`src/rtl/scan_pattern_ctrl_if.sv`:
```
// Bus between the scan self-test sequencer and its surroundings: the test-control
// handshake, the pattern ROM port and the core's scan port.
interface scan_pattern_ctrl_if #(
  parameter int ADDR_W = 6
);
  logic              start;
  logic              busy;
  logic              done;
  logic [ADDR_W-1:0] Address;
  logic [7:0]        DataOut;
  logic [3:0]        ScanChainIN;
  logic [3:0]        ScanChainOut;
  logic              SCANMODE;
  logic [15:0]       signature;

  modport master (
    input  start, DataOut, ScanChainOut,
    output busy, done, Address, ScanChainIN, SCANMODE, signature
  );

  modport slave (
    output start, DataOut, ScanChainOut,
    input  busy, done, Address, ScanChainIN, SCANMODE, signature
  );
endinterface

```
`src/rtl/scan_pattern_ctrl.sv`:
```
// Scan self-test sequencer: shifts ROM patterns into four scan chains, pulses capture,
// and folds the chain outputs into a 16-bit MISR signature.
module scan_pattern_ctrl #(
  parameter int CHAIN_LEN    = 8,
  parameter int NUM_PATTERNS = 16,
  parameter int ADDR_W       = 6
) (
  input  logic                CLK,
  input  logic                CoreIN_RESET,
  scan_pattern_ctrl_if.master bus
);

  localparam int CNT_W = (CHAIN_LEN > 1) ? $clog2(CHAIN_LEN) : 1;
  localparam int PAT_W = $clog2(NUM_PATTERNS + 1);
  localparam logic [CNT_W-1:0] LAST_SHIFT = CNT_W'(CHAIN_LEN - 1);
  localparam logic [PAT_W-1:0] LAST_PAT   = PAT_W'(NUM_PATTERNS - 1);

  typedef enum logic [2:0] {
    IDLE,
    SHIFT,
    CAPTURE,
    UNLOAD,
    DONE
  } state_t;

  state_t           state;
  logic [CNT_W-1:0] shiftCnt;
  logic [PAT_W-1:0] patCnt;
  logic [15:0]      sigReg;
  logic [15:0]      misrNext;

  // Polynomial x^16+x^12+x^5+1 with the four chain outputs injected at the low end.
  assign misrNext = {sigReg[14:0], 1'b0}
                  ^ (sigReg[15] ? 16'h1021 : 16'h0000)
                  ^ {12'b0, bus.ScanChainOut};

  // NOTE: state is updated with <= so every register sees pre-edge values of the others.
  always_ff @(posedge CLK) begin
    if (!CoreIN_RESET) begin
      state    <= IDLE;
      shiftCnt <= '0;
      patCnt   <= '0;
      sigReg   <= '0;
    end else begin
      case (state)
        IDLE: begin
          if (bus.start) begin
            sigReg   <= '0;
            patCnt   <= '0;
            shiftCnt <= '0;
            state    <= SHIFT;
          end
        end
        SHIFT: begin
          // Pattern 0 unloads chain contents left over from reset, so it is not compressed.
          if (patCnt != '0) sigReg <= misrNext;
          if (shiftCnt == LAST_SHIFT) begin
            shiftCnt <= '0;
            state    <= CAPTURE;
          end else begin
            shiftCnt <= shiftCnt + CNT_W'(1);
          end
        end
        CAPTURE: begin
          patCnt <= patCnt + PAT_W'(1);
          state  <= (patCnt == LAST_PAT) ? UNLOAD : SHIFT;
        end
        UNLOAD: begin
          sigReg <= misrNext;
          if (shiftCnt == LAST_SHIFT) begin
            shiftCnt <= '0;
            state    <= DONE;
          end else begin
            shiftCnt <= shiftCnt + CNT_W'(1);
          end
        end
        DONE:    state <= IDLE;
        default: state <= IDLE;
      endcase
    end
  end

  logic [ADDR_W-1:0] addrOut;
  logic [3:0]        scanIn;
  logic              scanMode;
  logic              busyOut;
  logic              doneOut;

  // NOTE: every output gets a default first, so no path through the case infers a latch.
  always_comb begin
    addrOut  = '0;
    scanIn   = '0;
    scanMode = 1'b0;
    busyOut  = 1'b0;
    doneOut  = 1'b0;
    case (state)
      SHIFT: begin
        busyOut  = 1'b1;
        scanMode = 1'b1;
        // Each ROM byte feeds two shift cycles: low nibble first, then high nibble.
        addrOut  = ADDR_W'(int'(patCnt) * (CHAIN_LEN / 2) + int'(shiftCnt >> 1));
        scanIn   = shiftCnt[0] ? bus.DataOut[7:4] : bus.DataOut[3:0];
      end
      CAPTURE: busyOut = 1'b1;
      UNLOAD: begin
        busyOut  = 1'b1;
        scanMode = 1'b1;
      end
      DONE:    doneOut = 1'b1;
      default: ;
    endcase
  end

  assign bus.Address     = addrOut;
  assign bus.ScanChainIN = scanIn;
  assign bus.SCANMODE    = scanMode;
  assign bus.busy        = busyOut;
  assign bus.done        = doneOut;
  assign bus.signature   = sigReg;

endmodule

```
`src/flat_wrapper.sv`:
```
// flat-port wrapper written by rule: the top's interface ports become plain ports
module scan_pattern_ctrl_flat 
#(
  parameter int CHAIN_LEN    = 8,
  parameter int NUM_PATTERNS = 16,
  parameter int ADDR_W       = 6
)
  (CLK, CoreIN_RESET, bus_start, bus_DataOut, bus_ScanChainOut, bus_busy, bus_done, bus_Address, bus_ScanChainIN, bus_SCANMODE, bus_signature);
  scan_pattern_ctrl_if #(.ADDR_W(ADDR_W)) bus_i ();
  input  logic CLK;
  input  logic CoreIN_RESET;
  input wire logic [$bits(bus_i.start)-1:0] bus_start;
  input wire logic [$bits(bus_i.DataOut)-1:0] bus_DataOut;
  input wire logic [$bits(bus_i.ScanChainOut)-1:0] bus_ScanChainOut;
  output wire logic [$bits(bus_i.busy)-1:0] bus_busy;
  output wire logic [$bits(bus_i.done)-1:0] bus_done;
  output wire logic [$bits(bus_i.Address)-1:0] bus_Address;
  output wire logic [$bits(bus_i.ScanChainIN)-1:0] bus_ScanChainIN;
  output wire logic [$bits(bus_i.SCANMODE)-1:0] bus_SCANMODE;
  output wire logic [$bits(bus_i.signature)-1:0] bus_signature;
  assign bus_i.start = bus_start;
  assign bus_i.DataOut = bus_DataOut;
  assign bus_i.ScanChainOut = bus_ScanChainOut;
  assign bus_busy = bus_i.busy;
  assign bus_done = bus_i.done;
  assign bus_Address = bus_i.Address;
  assign bus_ScanChainIN = bus_i.ScanChainIN;
  assign bus_SCANMODE = bus_i.SCANMODE;
  assign bus_signature = bus_i.signature;
  scan_pattern_ctrl #(.CHAIN_LEN(CHAIN_LEN), .NUM_PATTERNS(NUM_PATTERNS), .ADDR_W(ADDR_W)) u_core (.CLK(CLK), .CoreIN_RESET(CoreIN_RESET), .bus(bus_i));
endmodule
```
`config.mk`:
```
export PLATFORM = sky130hd
export DESIGN_NAME = scan_pattern_ctrl_flat
export DESIGN_NICKNAME = d
export VERILOG_FILES = /design/src/rtl/scan_pattern_ctrl_if.sv /design/src/rtl/scan_pattern_ctrl.sv /design/src/flat_wrapper.sv
export SDC_FILE = /design/constraint.sdc
export NUM_CORES = 1
export LEC_CHECK = 0
export BUFFER_PORTS_ARGS = -buffer_cell sky130_fd_sc_hd__buf_2
export CORE_UTILIZATION = 53
export DETAILED_ROUTE_END_ITERATION = 7
export GPL_TIMING_DRIVEN = 0
export PLACE_DENSITY = 0.94
export SYNTH_ARGS = -nofsm -noshare
export SYNTH_HDL_FRONTEND = slang
export SYNTH_SLANG_ARGS = --single-unit
```
`constraint.sdc`:
```
create_clock -name CLK -period 2.6 [get_ports CLK]
set_input_delay 0.26 -clock CLK [delete_from_list [all_inputs] [get_ports CLK]]
set_output_delay 0.26 -clock CLK [all_outputs]
set_load 0.02 [all_outputs]
```
==> results of run 1 <==
==> path summary, 6_finish.rpt <==
check / end
setup reg to reg: u_core.bus.signature[5]$_SDFFE_PN0P_
hold / removal: u_core.bus.signature[3]$_SDFFE_PN0P_
setup / recovery: bus_Address[2]
hold reg to reg: u_core.bus.signature[8]$_SDFFE_PN0P_
==> critical path, stage by stage, from the launching register on <==
cell,delay [ns]
dfxtp_1,0.54
nand2b_4,0.15
inv_1,0.15
nand2b_1,0.17
nor2_1,0.15
buf_2,0.18
==> through the flow <==
step                      setup slack (ns)  cells  instance area, µm²  hold slack [ns]
after global routing                 0.544    223                1630            0.208
after CTS                            0.675    223                1630            0.214
after floorplan                       1.08    148                1360            0.441
final                                0.686    223                1630            0.223
after detailed placement              1.06    219                1610            0.483
after global placement                1.16    219                1610            0.479
==> sequential cells by signal (all words and copies together) (netlist names) <==
signal and flops:
u_core.bus.signature 16, u_core.patCnt 5, u_core.shiftCnt 3, u_core.state 3
==> routing by layer <==
metal / share of wire (%) / global-route usage (%)
met4: 1.9 / 12.7
met2: 50 / 39.9
met3: 5.0 / 6.38
met1: 43 / 26.0
met5: 0 / 0
==> layout by cell type, fill, tap and decap left out, types with 2 or more instances in the layout <==
cell / n
buf_2: 43
dfxtp_1: 27
nand2_1: 26
o22ai_1: 16
nor2_1: 13
xor2_1: 7
and2_2: 5
nor2b_1: 5
ha_1: 5
inv_1: 4
clkbuf_1: 4
mux2i_1: 4
nand3_1: 3
a21oi_1: 3
clkbuf_4: 3
nor3b_1: 2
o21a_1: 2
and2_1: 2
a22oi_1: 2
==> synthesized netlist by cell type (all sizes together) (2+ instances only) <==
cell type  instances  share of area [%]
nand3              3                1.1
nand2b             2                1.5
nand2             26                7.2
inv                4                1.1
xor2               7                4.5
o21a               2                1.1
a22oi              2                1.1
o22ai             17                8.9
clkbuf             5                2.1
and2               7                3.7
nor2b              5                2.3
mux2i              4                3.0
a21oi              4                2.3
nor2              14                5.1
nor3b              2                1.1
ha                 5                4.6
dfxtp             27                 40
buf                2                1.9
==> final cells by class <==
class	instances	area (µm²)
Buffer	7	55.1
Clock buffer	3	22.5
Clock inverter	1	5.00
Fill cell	195	686
Inverter	4	15.0
Multi-Input combinational cell	110	744
Sequential cell	27	541
Tap cell	28	35.0
Timing Repair Buffer	43	215
==> where the power goes <==
part | leakage (nW) | switching [mW] | internal [mW]
Sequential | 0.218 | 0.00721 | 0.420
Combinational | 0.542 | 0.0727 | 0.0486
Clock | 0.0177 | 0.123 | 0.0578
Total | 0.778 | 0.203 | 0.527
==> cell families after synthesis <==
group | count (synthesis)
multiplexers | 4
AND/OR/NAND/NOR | 63
buffers and inverters | 11
flip-flops | 27
adder cells (fa/ha/maj) | 5
AO/OA/AOI/OAI | 31
XOR/XNOR | 7
==> key figures, run 1 <==
Global route
  – Global route overflow: 0
  – Vias in the first global route: 1,050
  – Initial antenna violation count: 0
  – GRT Util Overall: 23.4%
  – First-pass GRT wire length: 4.60 mm
  – Largest net degree at the start of global routing: 16

Place
  – Final GP Congestion: 0.787
  – DP Wirelength: 2.25 mm
  – Port Buffer Count: 43

Yosys
  – Synthesized Nets: 168
  – FF+latch count, synth: 27
  – Multiplexer area fraction after synthesis: 2.95%
  – Adder-cell share of the synthesized area: 4.62%
  – Syn avg cell area: 9.16 µm²
  – Synth Area in XOR/XNOR: 4.52%
  – YS warnings: 0
  – Cells after Synth: 148
  – Cell Area, Synth: 1360 µm²
  – Sequential area share after synthesis: 39.9%
  – Post-synth EDFFs: 0
  – Main combinational cell family by area after synthesis: simple AND/OR/NAND/NOR gates
  – Compound-cell area share of the yosys netlist: 17.6%
  – Synth async-reset ratio: 0%
  – Top_reg_cell synth: dfxtp_1
  – Cell variety after synth: 35
  – Post-Synth Simple-Gate Area: 25.2%

Timing
  – Final Hold Fails: 0
  – Final clock period utilization by the worst path: 73.6%
  – Worst rel slew slack: 69.3%
  – Setup Total Neg Slack: 0 ns
  – Achievable Freq: 523 MHz
  – Worst-Margin Slew: 0.461 ns
  – Tmin final: 1.91 ns
  – RSZ-0062 raised after global routing: no
  – Final Max Tran Viols: 0
  – # setup viols final: 0
  – Clock Skews: 0.00283 ns

Floorplanning
  – Die area: 2760 µm²
  – Die Y: 52.6 µm
  – Ports: 44
  – Initial core utilization: 58.4%
  – Rows: 17
  – Placeable Area: 2320 µm²
  – Die width: 52.6 µm

Worst hold path
  – Hold Crit Class: in -> reg
  – Hold path depth: 4
  – Worst Min Path Start: bus_ScanChainOut[3]

Final layout
  – Ratio of cells with drive above 1 in the final layout: 31.8%
  – Layout area overhead: 20.5%
  – Diodes inserted: 0
  – Nets@finish: 216
  – Final Util: 70.4%

Critical path
  – Reg2Reg Depth: 6
  – R2r setup slk: 1.12 ns
  – Setup crit end kind: primary output
  – Worst r2r src: u_core.patCnt[0]$_SDFFE_PN0P_
  – Worst path required time: 2.34 ns
  – CP startpoint: u_core.state[0]$_SDFFE_PN0P_
  – Worst Path Arrival: 1.65 ns
  – Critical path peak fanout: 7
  – Critical path class: reg -> out
  – Crit start category: flip-flop

CTS
  – Clk_lat worst skew: 0.33 ns
  – Clk sink count: 27
  – Clk root buf: clkbuf_4
  – Depth of the CTS H-tree: 1
  – Post-CTS sizing: 0
  – Clock Tree Buf Depth: 2
  – CTS Buf Count: 3
  – Hold_buf cts: 0
  – CTS tree: built
  – Postcts setup bufs: 0
  – Clk slew on worst S/H paths: 0.14 ns

Routing
  – Drt via density: 5.24
  – DRT antenna net count: 0
  – DR pass1 iterations: 4
  – WL final: 2.95 mm
  – DRC violations left: 0
  – Iteration-0 DRC Markers: 22
  – WL/cell: 13.2 µm
  – Routed via count: 1,169

Power
  – Tot Pwr: 730 µW
  – Power per cell area: 447 nW/µm²
  – LEAKAGE: 0.778 nW
  – Maximum VDD drop: 500 µV

Job
  – MaxCap Viol Count: 0

Run status
  – Status: finished clean
(Power assumes the default switching activity.)
==> inputs of run 2 (changes only) <==
ABC_AREA = 1   (was unset)
CORE_UTILIZATION = 46   (was 53)
PLACE_DENSITY = 0.86   (was 0.94)
clock period = 1.71 ns   (was 2.6 ns; I/O delays follow)
==> run 2 against run 1 <==
Against the previous run:
- final cell count grew 47%
- global-route usage shrank 1.7 points
- critical path depth shrank 1
- non-clock buffer count grew 3
- power grew 130%
- wire length grew 17%
- hold slack lost 0.12 ns
- clock skew grew 0.013 ns
- clock-buffer cell count grew 1
- sequential power grew 78%
- die area grew 28%
- clock power grew 57%
- critical endpoint is now bus_SCANMODE
- largest power group unchanged
==> key figures, run 2 <==
CTS
  – Clk root buf: clkbuf_4
  – Clk_lat worst skew: 0.34 ns
  – CTS tree: built
  – Depth of the CTS H-tree: 1
  – Clock Tree Buf Depth: 2
  – Postcts setup bufs: 0
  – Clk sink count: 27
  – Clk slew on worst S/H paths: 0.15 ns
  – CTS Buf Count: 3

Timing
  – RSZ-0062 raised after global routing: no
  – Final clock period utilization by the worst path: 94.2%
  – # setup viols final: 0
  – Final Max Tran Viols: 0
  – Achievable Freq: 621 MHz
  – Worst rel slew slack: 63.4%
  – Clock Skews: 0.0155 ns
  – Final Hold Fails: 0
  – Tmin final: 1.61 ns
  – Setup Total Neg Slack: 0 ns
  – Worst-Margin Slew: 0.545 ns

Yosys
  – Post-synth EDFFs: 0
  – Most frequent cells after synthesis: 71 x nand2_1, 29 x nor2_1, 28 x a21oi_1
  – Synth top area cells: dfxtp_1 36%, nand2_1 18%, a21oi_1 9.2%
  – Syn avg cell area: 6.41 µm²
  – Top-count cell post-synth: nand2_1
  – Cell variety after synth: 20
  – Yosys top cell by area: dfxtp_1
  – Yosys top cell area share: 35.6%
  – FF+latch count, synth: 27
  – Sequential area share after synthesis: 35.6%
  – Top_reg_cell synth: dfxtp_1
  – Synth async-reset ratio: 0%
  – Cells after Synth: 237
  – Cell Area, Synth: 1520 µm²
  – YS warnings: 0
  – Synthesized Nets: 257

Power
  – Power per cell area: 909 nW/µm²
  – LEAKAGE: 0.942 nW
  – Maximum VDD drop: 423 µV

Floorplanning
  – Rows: 20
  – Die Y: 59.5 µm
  – Placeable Area: 3100 µm²
  – Initial core utilization: 49.0%
  – Die area: 3540 µm²
  – Ports: 44
  – Die width: 59.5 µm

Place
  – Port Buffer Count: 43
  – Final GP Congestion: 0.869
  – DP Wirelength: 2.51 mm

Final layout
  – Final Util: 58.6%
  – Diodes inserted: 0
  – Layout area overhead: 19.6%
  – Max FFs per register: 16
  – Most frequent cells in the layout: 70 x nand2_1, 44 x buf_2, 28 x a21oi_1, 28 x nor2_1
  – Ratio of cells with drive above 1 in the final layout: 21.6%
  – Leading cell type in the layout, fill and taps excluded: nand2_1
  – Nets@finish: 304

Routing
  – Drt via density: 4.83
  – WL final: 3.46 mm
  – DRC violations left: 0
  – DRT antenna net count: 0
  – DR pass1 iterations: 5
  – WL/cell: 10.6 µm
  – Routed via count: 1,581
  – Iteration-0 DRC Markers: 70

Critical path
  – Setup crit end kind: primary output
  – Top delay family on crit path: buffers and inverters
  – Crit start category: flip-flop
  – Top cell by count, worst path: buf_2
  – WP depth: 4
  – Slowest cell on the critical path: dfxtp_1
  – Critical path class: reg -> out
  – CP Buf/Inv Count: 3
  – Reg2Reg Depth: 4
  – Slowest stage delay, CP: 0.47 ns
  – Critical path peak fanout: 10
  – Critical path, cell by cell: inv_1 -> nor2_2 -> buf_2 -> buf_2
  – Worst Path Arrival: 1.44 ns
  – Worst path required time: 1.54 ns

Run status
  – Status: finished clean

Global route
  – GRT Util Overall: 21.7%
  – Initial antenna violation count: 0
  – Global route overflow: 0
  – First-pass GRT wire length: 5.80 mm
  – Largest net degree at the start of global routing: 15
  – Vias in the first global route: 1,365

Job
  – MaxCap Viol Count: 0

Worst hold path
  – Hold Crit Class: in -> reg
  – Hold path depth: 3
==> run 2: repair_timing <==
| action | CTS | global route |
|---|---|---|
| hold buffers | 0 | 0 |
| gates resized for setup | 0 | 2 |
| hold endpoints to repair | 0 | 0 |
| setup endpoints to repair | 10 | 10 |
==> run 2: layer usage <==
layer  track usage, %  vias up  share of wire (%)
li1                 -      839                  -
met1             27.5      701                 46
met2             35.3       37                 48
met3             4.80        4                4.7
met4             9.18        0                1.4
met5                0        -                  0
==> run 2: layout make-up <==
class | count | area [µm²]
plain buffers | 10 | 87.6
clock buffers | 4 | 26.3
fillers | 319 | 1280
inverters | 27 | 101
multi-input cells | 172 | 792
flip-flops and latches | 27 | 541
well taps | 44 | 55.1
repair buffers | 43 | 215
==> run 2: final timing paths <==
| check | startpoint | endpoint | slack, ns |
|---|---|---|---|
| worst max-delay path | u_core.state[0]$_SDFFE_PN0P_ | bus_SCANMODE | 0.1 |
| worst min-delay path | CoreIN_RESET | u_core.shiftCnt[0]$_SDFFE_PN0P_ | 0.1 |
| worst max register to register | u_core.state[1]$_SDFFE_PN0P_ | u_core.patCnt[0]$_SDFFE_PN0P_ | 0.30 |
| worst min register to register | u_core.patCnt[4]$_SDFFE_PN0P_ | u_core.patCnt[4]$_SDFFE_PN0P_ | 0.48 |
==> run 2: worst min-delay path, stage by stage <==
cell and delay [ns]:
buf_2 0.12, o21ai_0 0.08, a21oi_1 0.04
==> run 2: cell families after synthesis <==
family / count (synthesis) / synth area share, %
and+or+nand+nor: 133 / 36.1
adders and majority gates: 5 / 4.12
buffers and inverters: 38 / 12.7
AOI/OAI and AO/OA: 34 / 11.5
DFF: 27 / 35.6
==> run 2: power breakdown <==
group / internal (mW) / switching, mW / leakage, nW / total, mW
registers: 0.697 / 0.0663 / 0.221 / 0.763
logic: 0.225 / 0.379 / 0.706 / 0.604
clock network: 0.0919 / 0.192 / 0.0150 / 0.284
total: 1.01 / 0.637 / 0.942 / 1.65
==> run 2: through the flow <==
stage | total power, mW | instances | worst slack, ns | cell area (µm²) | hold WS (ns)
detailed placement | 1.38 | 324 | 0.339 | 1790 | 0.462
global placement | 1.37 | 324 | 0.353 | 1790 | 0.452
floorplan | 1.21 | 237 | 0.452 | 1520 | 0.309
global route | 1.77 | 327 | 0.0114 | 1820 | 0.0859
CTS | 1.66 | 327 | 0.0295 | 1810 | 0.0956
finish | 1.65 | 327 | 0.0992 | 1820 | 0.0989
